## config.mk

```make
export PLATFORM = sky130hd
export DESIGN_NAME = fetch_stage
export DESIGN_NICKNAME = d
export VERILOG_FILES = /design/src/rtl/fetch_pkg.sv /design/src/rtl/if_id_reg.sv /design/src/rtl/fetch_stage.sv
export SDC_FILE = /design/constraint.sdc
export NUM_CORES = 1
export LEC_CHECK = 0
export CAP_MARGIN = 20
export CORE_AREA = 5 5 130 101
export CTS_CLUSTER_SIZE = 14
export DETAILED_ROUTE_END_ITERATION = 16
export DIE_AREA = 0 0 135 106
export PLACE_DENSITY = 0.72
export RECOVER_POWER = 25
export SETUP_SLACK_MARGIN = 0.4
export SLEW_MARGIN = 20
export SYNTH_ARGS = -nofsm -noshare
export SYNTH_HDL_FRONTEND = slang
export SYNTH_HIERARCHICAL = 1
export SYNTH_SLANG_ARGS = --single-unit
```

## constraint.sdc

```tcl
create_clock -name clk -period 4.6 [get_ports clk]
set_input_delay 0.46 -clock clk [delete_from_list [all_inputs] [get_ports clk]]
set_output_delay 0.46 -clock clk [all_outputs]
set_load 0.02 [all_outputs]
```

## src/rtl/fetch_pkg.sv

```systemverilog
// Shared types and constants for the instruction-fetch stage.
package fetch_pkg;

    typedef enum logic [0:0] {
        RUN   = 1'b0,
        FAULT = 1'b1
    } fetch_state_t;

    localparam logic [31:0] NOP_INSTR = 32'h0000_0000;
    localparam logic [31:0] PC_STEP   = 32'd4;

endpackage

```

## src/rtl/if_id_reg.sv

```systemverilog
// IF/ID pipeline register: load a fetched word, hold it, or replace it with a bubble.
module if_id_reg
    import fetch_pkg::*;
#(
    parameter int DATA_WIDTH = 32
) (
    input  logic                  clk,
    input  logic                  reset,
    input  logic                  load,
    input  logic                  bubble,
    input  logic [DATA_WIDTH-1:0] fetch_instr,
    input  logic [DATA_WIDTH-1:0] fetch_pc_plus4,
    output logic [DATA_WIDTH-1:0] instr,
    output logic [DATA_WIDTH-1:0] pc_plus4,
    output logic                  valid
);

    // Bubble clears everything so decode always sees a NOP with zero PC+4.
    always_ff @(posedge clk) begin
        if (reset || bubble) begin
            instr    <= DATA_WIDTH'(NOP_INSTR);
            pc_plus4 <= {DATA_WIDTH{1'b0}};
            valid    <= 1'b0;
        end else if (load) begin
            instr    <= fetch_instr;
            pc_plus4 <= fetch_pc_plus4;
            valid    <= 1'b1;
        end else begin
            instr    <= instr;
            pc_plus4 <= pc_plus4;
            valid    <= valid;
        end
    end

endmodule

```

## src/rtl/fetch_stage.sv

```systemverilog
// Instruction-fetch stage: PC register, next-PC selection, fetch fault lock-out
// and the IF/ID register feeding decode.
module fetch_stage
    import fetch_pkg::*;
#(
    parameter int                    DATA_WIDTH = 32,
    parameter int                    ROM_DEPTH  = 16,
    parameter logic [DATA_WIDTH-1:0] RESET_PC   = 32'h0000_0000
) (
    input  logic                  clk,
    input  logic                  reset,
    input  logic                  PCSrc,
    input  logic [DATA_WIDTH-1:0] BranchAdd,
    input  logic                  Stall,
    input  logic                  Flush,
    output logic [DATA_WIDTH-1:0] imem_addr,
    input  logic [DATA_WIDTH-1:0] imem_rd,
    output logic [DATA_WIDTH-1:0] Instr,
    output logic [DATA_WIDTH-1:0] PCPlus4,
    output logic                  Valid,
    output logic                  Fault
);

    localparam logic [DATA_WIDTH-3:0] ROM_WORDS = (DATA_WIDTH-2)'(ROM_DEPTH);

    fetch_state_t          state_r;
    logic [DATA_WIDTH-1:0] pc_r;
    logic                  fault_r;
    logic [DATA_WIDTH-1:0] pc_plus4_s;
    logic [DATA_WIDTH-1:0] redirect_s;
    logic                  pc_bad_s;
    logic                  ifid_load_s;
    logic                  ifid_bubble_s;

    assign imem_addr  = pc_r;
    assign pc_plus4_s = pc_r + DATA_WIDTH'(PC_STEP);
    assign redirect_s = PCSrc ? BranchAdd : pc_plus4_s;
    assign pc_bad_s   = (pc_r[1:0] != 2'b00) || (pc_r[DATA_WIDTH-1:2] >= ROM_WORDS);
    assign Fault      = fault_r;

    // IF/ID control: a bad PC or a flush injects a bubble, a stall holds.
    always_comb begin
        ifid_load_s   = 1'b0;
        ifid_bubble_s = 1'b0;
        case (state_r)
            RUN: begin
                if (pc_bad_s || Flush) begin
                    ifid_bubble_s = 1'b1;
                end else if (Stall) begin
                    ifid_load_s = 1'b0;
                end else begin
                    ifid_load_s = 1'b1;
                end
            end
            FAULT: begin
                ifid_load_s   = 1'b0;
                ifid_bubble_s = 1'b0;
            end
            default: begin
                ifid_bubble_s = 1'b1;
            end
        endcase
    end

    // PC and fault FSM; a redirect during a stall still updates the PC.
    always_ff @(posedge clk) begin
        if (reset) begin
            pc_r    <= RESET_PC;
            state_r <= RUN;
            fault_r <= 1'b0;
        end else begin
            case (state_r)
                RUN: begin
                    if (pc_bad_s) begin
                        state_r <= FAULT;
                        fault_r <= 1'b1;
                    end else if (Flush || !Stall) begin
                        pc_r <= redirect_s;
                    end else if (PCSrc) begin
                        pc_r <= BranchAdd;
                    end else begin
                        pc_r <= pc_r;
                    end
                end
                FAULT: begin
                    fault_r <= 1'b1;
                end
                default: begin
                    state_r <= FAULT;
                    fault_r <= 1'b1;
                end
            endcase
        end
    end

    if_id_reg #(
        .DATA_WIDTH(DATA_WIDTH)
    ) u_if_id (
        .clk           (clk),
        .reset         (reset),
        .load          (ifid_load_s),
        .bubble        (ifid_bubble_s),
        .fetch_instr   (imem_rd),
        .fetch_pc_plus4(pc_plus4_s),
        .instr         (Instr),
        .pc_plus4      (PCPlus4),
        .valid         (Valid)
    );

endmodule
```

Word-level counts from Yosys, hierarchy flattened. Index checks and enable logic that the tools add are counted.

$lt $le $gt $ge: 1. Multiplexer cells: 12. $add $sub $neg: 1. Equality and inequality tests: 1. Bitwise operators: 2. Reduce and logical (&&, ||, !) cells: 8.

Operators with widths (number): $mux 32 (3); $add 32x3->32 const B (1); $ge 30x5->1 const B (1); $mux 1 (6); $pmux 1 s2 (3); $logic_or 1x1->1 (4); $reduce_bool 2->1 (2); $reduce_and 3->1 (1); $ne 2x2->1 const B (1); $not 1->1 (2); $logic_not 1->1 (1).

Word-level logic and storage cells: 31. Bits in registers: 99.

Longest topological paths before layout. Gate-level depths: netlist (run 1).

Depth in word-level cells: 6. Gate-level depth with buffers: 10. Depth with buffers taken out: 7.

By module. The synthesis (run 1) kept the hierarchy.

By module, submodules not included: if_id_reg (area an instance 2339.7 um2, sequential area each 1301.2 um2, cells an instance 210, times used 1); fetch_stage (area an instance 2250.9 um2, sequential area each 680.7 um2, cells an instance 271, times used 1).

Worst setup path after synthesis (run 1). No wires, ideal clock.

Kind: reg-to-reg. From: reg pc_r[10], in the netlist imem_addr[10]. To: reg u_if_id.instr[0]. Cell stages (with the launch flop): 11. Slack: 2.165 ns. Required time: 4.486 ns. Data arrival time: 2.321 ns. Period minus slack after synthesis: 2.435 ns. Setup time: 0.114 ns. Buffers on the path: 4. Cell sequence: dfxtp_1 > buf_2 > nor4_4 > nand4_2 > nor3_4 > buf_4 > nor3b_2 > buf_6 > buf_6 > mux2i_1 > nor2_1.

RTL lines: start: declaration (line fetch_stage.sv:27) `logic [DATA_WIDTH-1:0] pc_r;`; start signal: assignment (line fetch_stage.sv:78) `pc_r <= redirect_s;`; start signal: assignment (line fetch_stage.sv:80) `pc_r <= BranchAdd;`; start signal: assignment (line fetch_stage.sv:82) `pc_r <= pc_r;`; $ge 30x5->1 (line fetch_stage.sv:38) `assign pc_bad_s = (pc_r[1:0] != 2'b00) || (pc_r[DATA_WIDTH-1:2] >= ROM_WORDS);`; $logic_or 1x1->1 (line fetch_stage.sv:38); $logic_or 1x1->1 (line fetch_stage.sv:47) `if (pc_bad_s || Flush) begin`; $mux 1 (line fetch_stage.sv:47); $pmux 1 s2 (line fetch_stage.sv:45) `case (state_r)`; named net ifid_load_s (line fetch_stage.sv:32) `logic ifid_load_s;`; end signal: assignment (line if_id_reg.sv:21) `instr <= DATA_WIDTH'(NOP_INSTR);`; end signal: assignment (line if_id_reg.sv:25) `instr <= fetch_instr;`; end signal: assignment (line if_id_reg.sv:29) `instr <= instr;`; end: declaration (line if_id_reg.sv:13) `output logic [DATA_WIDTH-1:0] instr,`.

The timed path passes the listed nets, and every way through them passes these cells. A chain may end at the register's enable or synchronous reset.

Worst setup path after layout (run 1).
From: reg pc_r[6], in the netlist imem_addr[6]. To: reg u_if_id.instr[27].

The elaborated chain is that of the path after synthesis.

==> flow_summary.ini, run 1 <==
[setup_path]
worstPathArrival_ps = 3130
path_common_cell = buf_4
crit_buf_inv = 2
critical-path-top-delay-family = simple AND/OR/NAND/NOR gates
cpPeakStageDelay_ps = 670
r2r-start = imem_addr[6]$_SDFFE_PP0P_
r2r_end = u_if_id/instr[27]$_SDFFE_PP0P_
criticalPathCategory = reg2reg
path_cells = nor4_2 > nand4_2 > nor3_4 > buf_4 > nor3b_4 > buf_4 > mux2i_1 > nor2_1
start_kind = register
setup.worst_path.start = imem_addr[6]$_SDFFE_PP0P_
cp.required_ps = 4810
cp_max_fo = 49
cp_slowest_cell = buf_4
r2r_slack_ps = 1690
r2r_cells = 8
end_kind = register

[floorplanning]
io_pins = 167
rows = 35
die_x_um = 135
start_util_pct = 38.68
die-area_mm2 = 0.01431
die_height_um = 106
core_area_mm2 = 0.01187

[placed_design]
portBuffers = 166
hpwl_um = 10460
gp_congestion = 0.9078

[pwr]
intPower_uw = 2436
power_frac_seq_pct = 31.3
leakagePower_uw = 0.002414
clockPowerShare_pct = 17.6
ir_drop_uv = 359.2
comb_power_share_pct = 51.1
cellPowerDensity_mw_per_mm2 = 651.3
p_sw_uw = 1828
power_uw = 4263
swShare_pct = 42.87

[detailed_routing]
wl_um = 14000
vias_per_cell = 5.068
drc = 0
ant_nets = 0
drt_pre_antenna_iters = 4
wl_per_cell_um = 17.54
drt-initial-drc-count = 232
via_count = 4044

[synth]
netlist_instances = 481
synth_edf_count = 0
synth_flop_cell = dfxtp_1
post-synth-top-area-cell = dfxtp_1
synth_seq_cells = 99
synth_area_leaders = dfxtp_1 43%, mux2i_1 14%, nor2_1 7.8%, buf_6 3.7%, xor2_1 2.9%
syn_area_per_cell_um2 = 9.544
yosysSeqAreaShare_pct = 43.17
synth_top_area_share_pct = 43.17
yosys_warnings = 6
synthArstFlopShare_pct = 0
synth_cell_type_count = 47
syn-num-nets = 552
netlist_area_mm2 = 0.004591

[clock_tree]
cts_tree = built
cts.path.max_buffers = 2
numCtsBuffers = 9
clk_latency_ps = 340
post_cts_resize_count = 0
cts_sinks = 99
holdBufCountCts = 0
cts_setup_buffers = 0
htree_levels = 3
clock-root-buffer = clkbuf_16
worst_setup_hold_path_clk_slew_ps = 70

[job]
cap_violations = 0

[sta]
finalHoldViolCount = 0
post-route-period-util_pct = 63.37
fmax_ghz = 0.3431
worst_pin_slew_ps = 966.9
rsz0062_at_grt = no
slew_viol_final = 0
min_period_ps = 2915
maxSlewHeadroom_pct = 35.30
fin_skew_ps = 5.194
timing.setup.tns_ps = 0
setup_viol = 0

[global_routing]
grt_overflow = 0
antenna_found_initial = 0
grt_pass1_wl_um = 22470
grt.total_usage_pct = 19.62
grt_max_degree = 50
grt_pass1_vias = 4121

[cells_and_area]
drive_gt1_share_pct = 7.120
antenna_cells = 0
layout.nets = 699
layout_common_cells = 117 x clkdlybuf4s50_1, 99 x dfxtp_1, 95 x nor2_1, 65 x mux2i_1, 49 x dlygate4sd3_1
final_common_cell = clkdlybuf4s50_1
synthToLayoutAreaGrowth_pct = 42.60

[worst_hold_path]
hold_end = u_if_id/valid$_SDFFE_PP0P_
hold_path_depth = 2
worstHoldPathType = reg2reg
hp-start = u_if_id/valid$_SDFFE_PP0P_

[status]
status = finished clean
## logic make-up after synthesis
family                     count (synthesis)  share of synthesized area (%)
muxes                                     72                          15.89
and+or+nand+nor                          186                          20.74
buffers and inverters                     46                          6.623
adders and majority gates                  2                         0.5450
xor gates and xnor gates                  28                          5.342
DFF                                       99                          43.17
AOI/OAI and AO/OA                         48                          7.686
## layout make-up
type / count / area [um^2]
Clock buffer: 11 / 242.7
Clock inverter: 4 / 51.30
Fill cell: 1101 / 5321
Inverter: 9 / 33.78
Multi-Input combinational cell: 336 / 2311
Sequential cell: 99 / 1982
Tap cell: 166 / 207.7
Timing Repair Buffer: 173 / 1718
## Yosys cell counts, types with 2 or more instances
master / instances
buf_4: 3
a211oi_1: 4
nor4_1: 7
a21oi_1: 16
o2bb2ai_1: 2
o21ai_0: 5
and4_1: 6
nand2b_1: 3
nor4_2: 2
nand3_1: 13
nand4_1: 11
clkbuf_1: 13
nor2b_1: 6
buf_6: 15
or2_1: 2
dfxtp_1: 99
nor3_1: 10
inv_1: 9
nor2_1: 95
mux2i_1: 65
xor2_1: 15
a41o_1: 4
o21ai_1: 2
a31oi_1: 4
xnor2_1: 13
mux2_2: 7
nand2_1: 18
or3_1: 2
ha_1: 2
buf_2: 6
o22ai_1: 4
nor4_4: 3
## metal layers
metal,global-route usage [%],routed length [um],vias to the layer above
met1,26.34,6358,1882
met4,5.396,245,0
met3,5.629,1227,20
met2,30.91,6169,187
met5,0,0,-
li1,-,-,1955
## flip-flops by register name, indices dropped and copies added (netlist names)
name              count
Fault                 1
imem_addr            32
state_r               1
u_if_id/instr        32
u_if_id/pc_plus4     32
u_if_id/valid         1
## worst reg2reg max path, cell delays in order (launching register included)
cell and delay, ps:
dfxtp_1 420, nor4_2 350, nand4_2 220, nor3_4 200, buf_4 260, nor3b_4 230, buf_4 670, mux2i_1 380
nor2_1 60
## metrics by stage
step	util, %	setup slack, ps	instance area, um^2	hold slack [ps]	instances
global placement	52.59	1604	6241	459.3	782
detailed placement	52.68	1694	6252	452.9	783
global route	55.16	1456	6546	500.7	798
CTS	55.16	1690	6546	472.6	798
finish	55.16	1685	6546	477.5	798
floorplan	-	2165	4591	482.0	481
## power by group through the flow
stage / Sequential [uW] / Combinational [uW] / Clock [uW]
2_1_floorplan: 1410 / 1560 / 0
3_3_place_gp: 1340 / 2140 / 0
3_5_place_dp: 1350 / 2200 / 0
4_1_cts: 1330 / 2210 / 774
5_1_grt: 1360 / 2360 / 807
6_report: 1330 / 2180 / 751
## worst max path at each step
stage | to | cells past startpoint
after floorplan | u_if_id/instr[0]$_SDFFE_PP0P_ | 10
after global placement | imem_addr[5]$_SDFFE_PP0P_ | 6
after detailed placement | u_if_id/instr[27]$_SDFFE_PP0P_ | 8
after CTS | u_if_id/instr[27]$_SDFFE_PP0P_ | 8
after global routing | u_if_id/pc_plus4[17]$_SDFFE_PP0P_ | 8
final | u_if_id/instr[27]$_SDFFE_PP0P_ | 8
Power figures use the tool's default switching activity.
==> run 2: changes to the inputs <==
- clock period: 4.6 -> 2.8 ns (I/O delays scaled with it)
==> run 2 against run 1 <==
  * First-iteration DRC count unchanged
  * Final area is 1.6% higher
  * Core utilization is 0.86 points higher
  * Non-clock buffer count rose by 8
  * Register-to-register slack worse by 1100 ps
  * Flip-flop and latch count did not move
  * Sequential share of layout area down 0.47 points
  * Critical path type unchanged
  * Critical endpoint is now imem_addr[5]$_SDFFE_PP0P_
  * Largest power group unchanged
==> flow_summary.ini, run 2 (synthesis results as in run 1) <==
[status]
status = finished clean

[setup_path]
path_cells = nor4_1 > nand3_2 > a2111oi_4 > buf_4 > mux2i_1 > nor2_1
critical-path-top-delay-family = simple AND/OR/NAND/NOR gates
start_kind = register
cpPeakStageDelay_ps = 600
crit_buf_inv = 1
criticalPathCategory = reg2reg
end_kind = register
cp.required_ps = 3020
cp_max_fo = 9
r2r_slack_ps = 550
worstPathArrival_ps = 2480
cp_slowest_cell = a2111oi_4

[pwr]
cellPowerDensity_mw_per_mm2 = 1086
leakagePower_uw = 0.002466
comb_power_share_pct = 52.0
p_sw_uw = 3159
power_frac_seq_pct = 30.2
swShare_pct = 43.73
clockPowerShare_pct = 17.8
intPower_uw = 4065
ir_drop_uv = 541.4
power_uw = 7224

[sta]
slew_viol_final = 0
setup_viol = 0
timing.hold.ws_ps = 461.5
post-route-period-util_pct = 80.53
maxSlewHeadroom_pct = 63.16
fin_skew_ps = 6.719
min_period_ps = 2255
rsz0062_at_grt = yes
worst_pin_slew_ps = 552.5
fmax_ghz = 0.4435
finalHoldViolCount = 0
timing.setup.tns_ps = 0

[placed_design]
hpwl_um = 10720
gp_congestion = 0.9282
portBuffers = 166
place_inst = 791

[clock_tree]
numCtsBuffers = 9
worst_setup_hold_path_clk_slew_ps = 70
post_cts_resize_count = 0
cts_tree = built
cts_sinks = 99
htree_levels = 3
clock-root-buffer = clkbuf_16
holdBufCountCts = 0
clk_latency_ps = 350
cts_setup_buffers = 0
cts.path.max_buffers = 2

[global_routing]
grt_pass1_vias = 4156
use_met2_pct = 31.01
use_met1_pct = 26.92
grt_pass1_wl_um = 22830
grt_max_degree = 42
use_met3_pct = 6.481
grt.busiest_layer = met2
antenna_found_initial = 0
grt_overflow = 0
grt.total_usage_pct = 19.89

[cells_and_area]
layout.nets = 707
drive_gt1_share_pct = 8.580
final_common_cell = clkdlybuf4s50_1
synthToLayoutAreaGrowth_pct = 44.84
ff_latch_area_mm2 = 0.001982
layout_common_cells = 117 x clkdlybuf4s50_1, 99 x dfxtp_1, 95 x nor2_1, 65 x mux2i_1, 49 x dlygate4sd3_1
layoutNonFillerInstCount = 807
multiInputGateArea_mm2 = 0.002313
antenna_cells = 0
fillers = 1043

[detailed_routing]
wl_um = 14510
ant_nets = 0
drc = 0
vias_per_cell = 5.073
wl_per_cell_um = 17.98
via_count = 4094
drt_pre_antenna_iters = 5
drt-initial-drc-count = 232

[floorplanning]
core_area_mm2 = 0.01187
io_pins = 167
die-area_mm2 = 0.01431
rows = 35
start_util_pct = 38.68
die_x_um = 135
die_height_um = 106

[job]
cap_violations = 0

[worst_hold_path]
worstHoldPathType = reg2reg
## run 2: metrics by stage
| stage | util (%) | area (um^2) | setup slack [ps] |
|---|---|---|---|
| floorplan | - | 4591 | 415.1 |
| global placement | 53.37 | 6334 | 544.0 |
| detailed placement | 53.37 | 6334 | 465.9 |
| CTS | 55.97 | 6643 | 442.5 |
| global route | 56.03 | 6649 | 393.6 |
| finish | 56.03 | 6649 | 545.2 |
## run 2: final timing paths
path	startpoint	end	depth (start not counted)
worst max-delay path	imem_addr[20]$_SDFFE_PP0P_	imem_addr[5]$_SDFFE_PP0P_	6
worst min register to register	Fault$_SDFFE_PP0P_	Fault$_SDFFE_PP0P_	2
worst min-delay path	Fault$_SDFFE_PP0P_	Fault$_SDFFE_PP0P_	2
worst max register to register	imem_addr[20]$_SDFFE_PP0P_	imem_addr[5]$_SDFFE_PP0P_	6
## run 2: worst reg2reg max path: stages (launching register included)
cell and delay, ps:
dfxtp_1 390, nor4_1 380, nand3_2 210, a2111oi_4 600, buf_4 300, mux2i_1 200
nor2_1 50
## run 2: area by class of cell
cell class | count | area share [%]
Multi-Input combinational cell | 336 | 34.79
Clock buffer | 9 | 3.387
Tap cell | 166 | 3.124
Sequential cell | 99 | 29.81
Inverter | 9 | 0.5081
Clock inverter | 7 | 1.261
Timing Repair Buffer | 181 | 27.12
## run 2: power groups by stage
stage               combinational [uW]  clock (uW)  sequential (uW)
floorplan                         2550           0             2310
global placement                  3710           0             2190
detailed placement                3770           0             2210
CTS                               3790        1310             2180
global route                      4020        1370             2240
finish                            3750        1290             2180
## run 2: per-layer routing
metal  wire (um)  vias up
met1        6574     1910
met3        1334       11
met5           0        -
met2        6477      197
li1            -     1976
met4         124        0
==> run 3: changes to the inputs <==
- clock period: 2.8 -> 2.1 ns (I/O delays scaled with it)
==> run 3 against run 2 <==
  * Final area is 11% higher
  * Wire length is 6.0% higher
  * Critical path depth is 3 higher
  * Setup slack worse by 470 ps
  * Clock-buffer cell count stayed put
  * Clock skew is 5.0 ps higher
  * Largest cell class unchanged
  * Hold slack worse by 6.1 ps
  * Via count is 7.9% higher
  * Cell count is 7.4% higher
  * Core utilization is 6.0 points higher
  * Die area stayed put
  * Global-route usage is 0.73 points higher
==> flow_summary.ini, run 3 (synthesis results as in run 1) <==
[job]
cap_violations = 0

[cells_and_area]
synthToLayoutAreaGrowth_pct = 60.43
fillers = 978
final_common_cell = clkdlybuf4s50_1
fin_area_mm2 = 0.007365
ff_latch_area_mm2 = 0.002031
antenna_cells = 0
layout_common_cells = 117 x clkdlybuf4s50_1, 95 x nor2_1, 78 x dfxtp_1, 57 x mux2i_1, 52 x buf_4
drive_gt1_share_pct = 21.40
layout.nets = 767
multiInputGateArea_mm2 = 0.002434

[pwr]
leakagePower_uw = 0.002824
ir_drop_uv = 790.6
cellPowerDensity_mw_per_mm2 = 1665

[sta]
fin_skew_ps = 11.76
min_period_ps = 2025
fmax_ghz = 0.4938
setup_viol = 0
finalHoldViolCount = 0
rsz0062_at_grt = yes
worst_pin_slew_ps = 473.7
slew_viol_final = 0
maxSlewHeadroom_pct = 68.38
post-route-period-util_pct = 96.43
timing.hold.ws_ps = 455.4

[placed_design]
portBuffers = 166
placed_area_mm2 = 0.006636
hpwl_um = 10990
gp_congestion = 0.9344

[floorplanning]
rows = 35
start_util_pct = 38.68
die_x_um = 135
die-area_mm2 = 0.01431
io_pins = 167
die_height_um = 106
core_area_mm2 = 0.01187

[clock_tree]
clk_latency_ps = 340
cts.path.max_buffers = 2
cts_sinks = 99
worst_setup_hold_path_clk_slew_ps = 70
numCtsBuffers = 9
htree_levels = 3
clock-root-buffer = clkbuf_16
holdBufCountCts = 0
cts_tree = built

[worst_hold_path]
hold_path_depth = 3
worstHoldPathType = in2reg

[global_routing]
grt_overflow = 0
grt_max_degree = 36
grt.total_usage_pct = 20.62
antenna_found_initial = 0
grt_pass1_wl_um = 23630
grt_pass1_vias = 4442

[detailed_routing]
wl_per_cell_um = 17.73
wl_um = 15380
drt-initial-drc-count = 271
ant_nets = 0
vias_per_cell = 5.097
via_count = 4419
drc = 0
drt_pre_antenna_iters = 5

[setup_path]
worstPathArrival_ps = 2260
criticalPathCategory = reg2reg
start_kind = register
cp.required_ps = 2330
end_kind = register
r2r_cells = 9
cp_max_fo = 9

[status]
status = finished clean
[run 3: cell count changes in the layout (fill, tap and decap cells not counted), sizes merged]
cell         before  now
dlygate4sd3      49   35
clkbuf            9   23
dlygate4sd2       0    6
buf              15   69
[run 3: path summary, 6_finish.rpt]
check        slack (ps)                                end                       start
max reg2reg          80  u_if_id/pc_plus4[27]$_SDFFE_PP0P_  imem_addr[31]$_SDFFE_PP0P_
min reg2reg         460         u_if_id/valid$_SDFFE_PP0P_  u_if_id/valid$_SDFFE_PP0P_
max                  80  u_if_id/pc_plus4[27]$_SDFFE_PP0P_  imem_addr[31]$_SDFFE_PP0P_
min                 460         imem_addr[17]$_SDFFE_PP0P_               BranchAdd[17]
[run 3: worst max-delay path, cell delays in order (launching register included)]
cell,delay (ps)
dfxtp_2,350
nor4_4,290
nand4_2,190
nor3_4,170
nor3b_4,240
buf_6,190
buf_12,110
buf_16,130
mux2i_1,190
nor2_1,50
[run 3: final cells by class]
type	count	share of cell area, %
Timing Repair Buffer	241	32.01
Tap cell	166	2.820
Clock inverter	7	1.036
Sequential cell	99	27.57
Clock buffer	9	3.058
Multi-Input combinational cell	336	33.04
Inverter	9	0.4587
[run 3: stage by stage]
step,total power [uW],TNS [ps],cells,utilization (%),worst slack (ps)
2_1_floorplan,6759,-11520,481,-,-195.6
3_3_place_gp,8493,0,820,55.92,90.07
3_5_place_dp,8607,0,820,55.92,28.38
4_1_cts,11310,0,854,60.94,142.2
5_1_grt,12850,-91.97,867,62.06,-15.74
6_report,12260,0,867,62.06,75.01
[run 3: metal layers]
metal	track usage, %	wire [um]	up-vias
met2	33.37	7251	205
li1	-	-	2102
met3	6.339	1282	14
met4	4.173	95	0
met1	27.32	6745	2098
met5	0	0	-
[run 3: where the power goes]
| group | internal (uW) | switching, uW | total, uW |
|---|---|---|---|
| registers | 2330 | 512 | 2850 |
| clock network | 934 | 737 | 1670 |
| logic | 4080 | 3670 | 7740 |
[run 3: what timing repair did]
action                     CTS  global route
gates resized for setup     34            24
gates cloned                 2             2
pin swaps                    6             1
setup endpoints to repair   95            95
buffers inserted            16            11
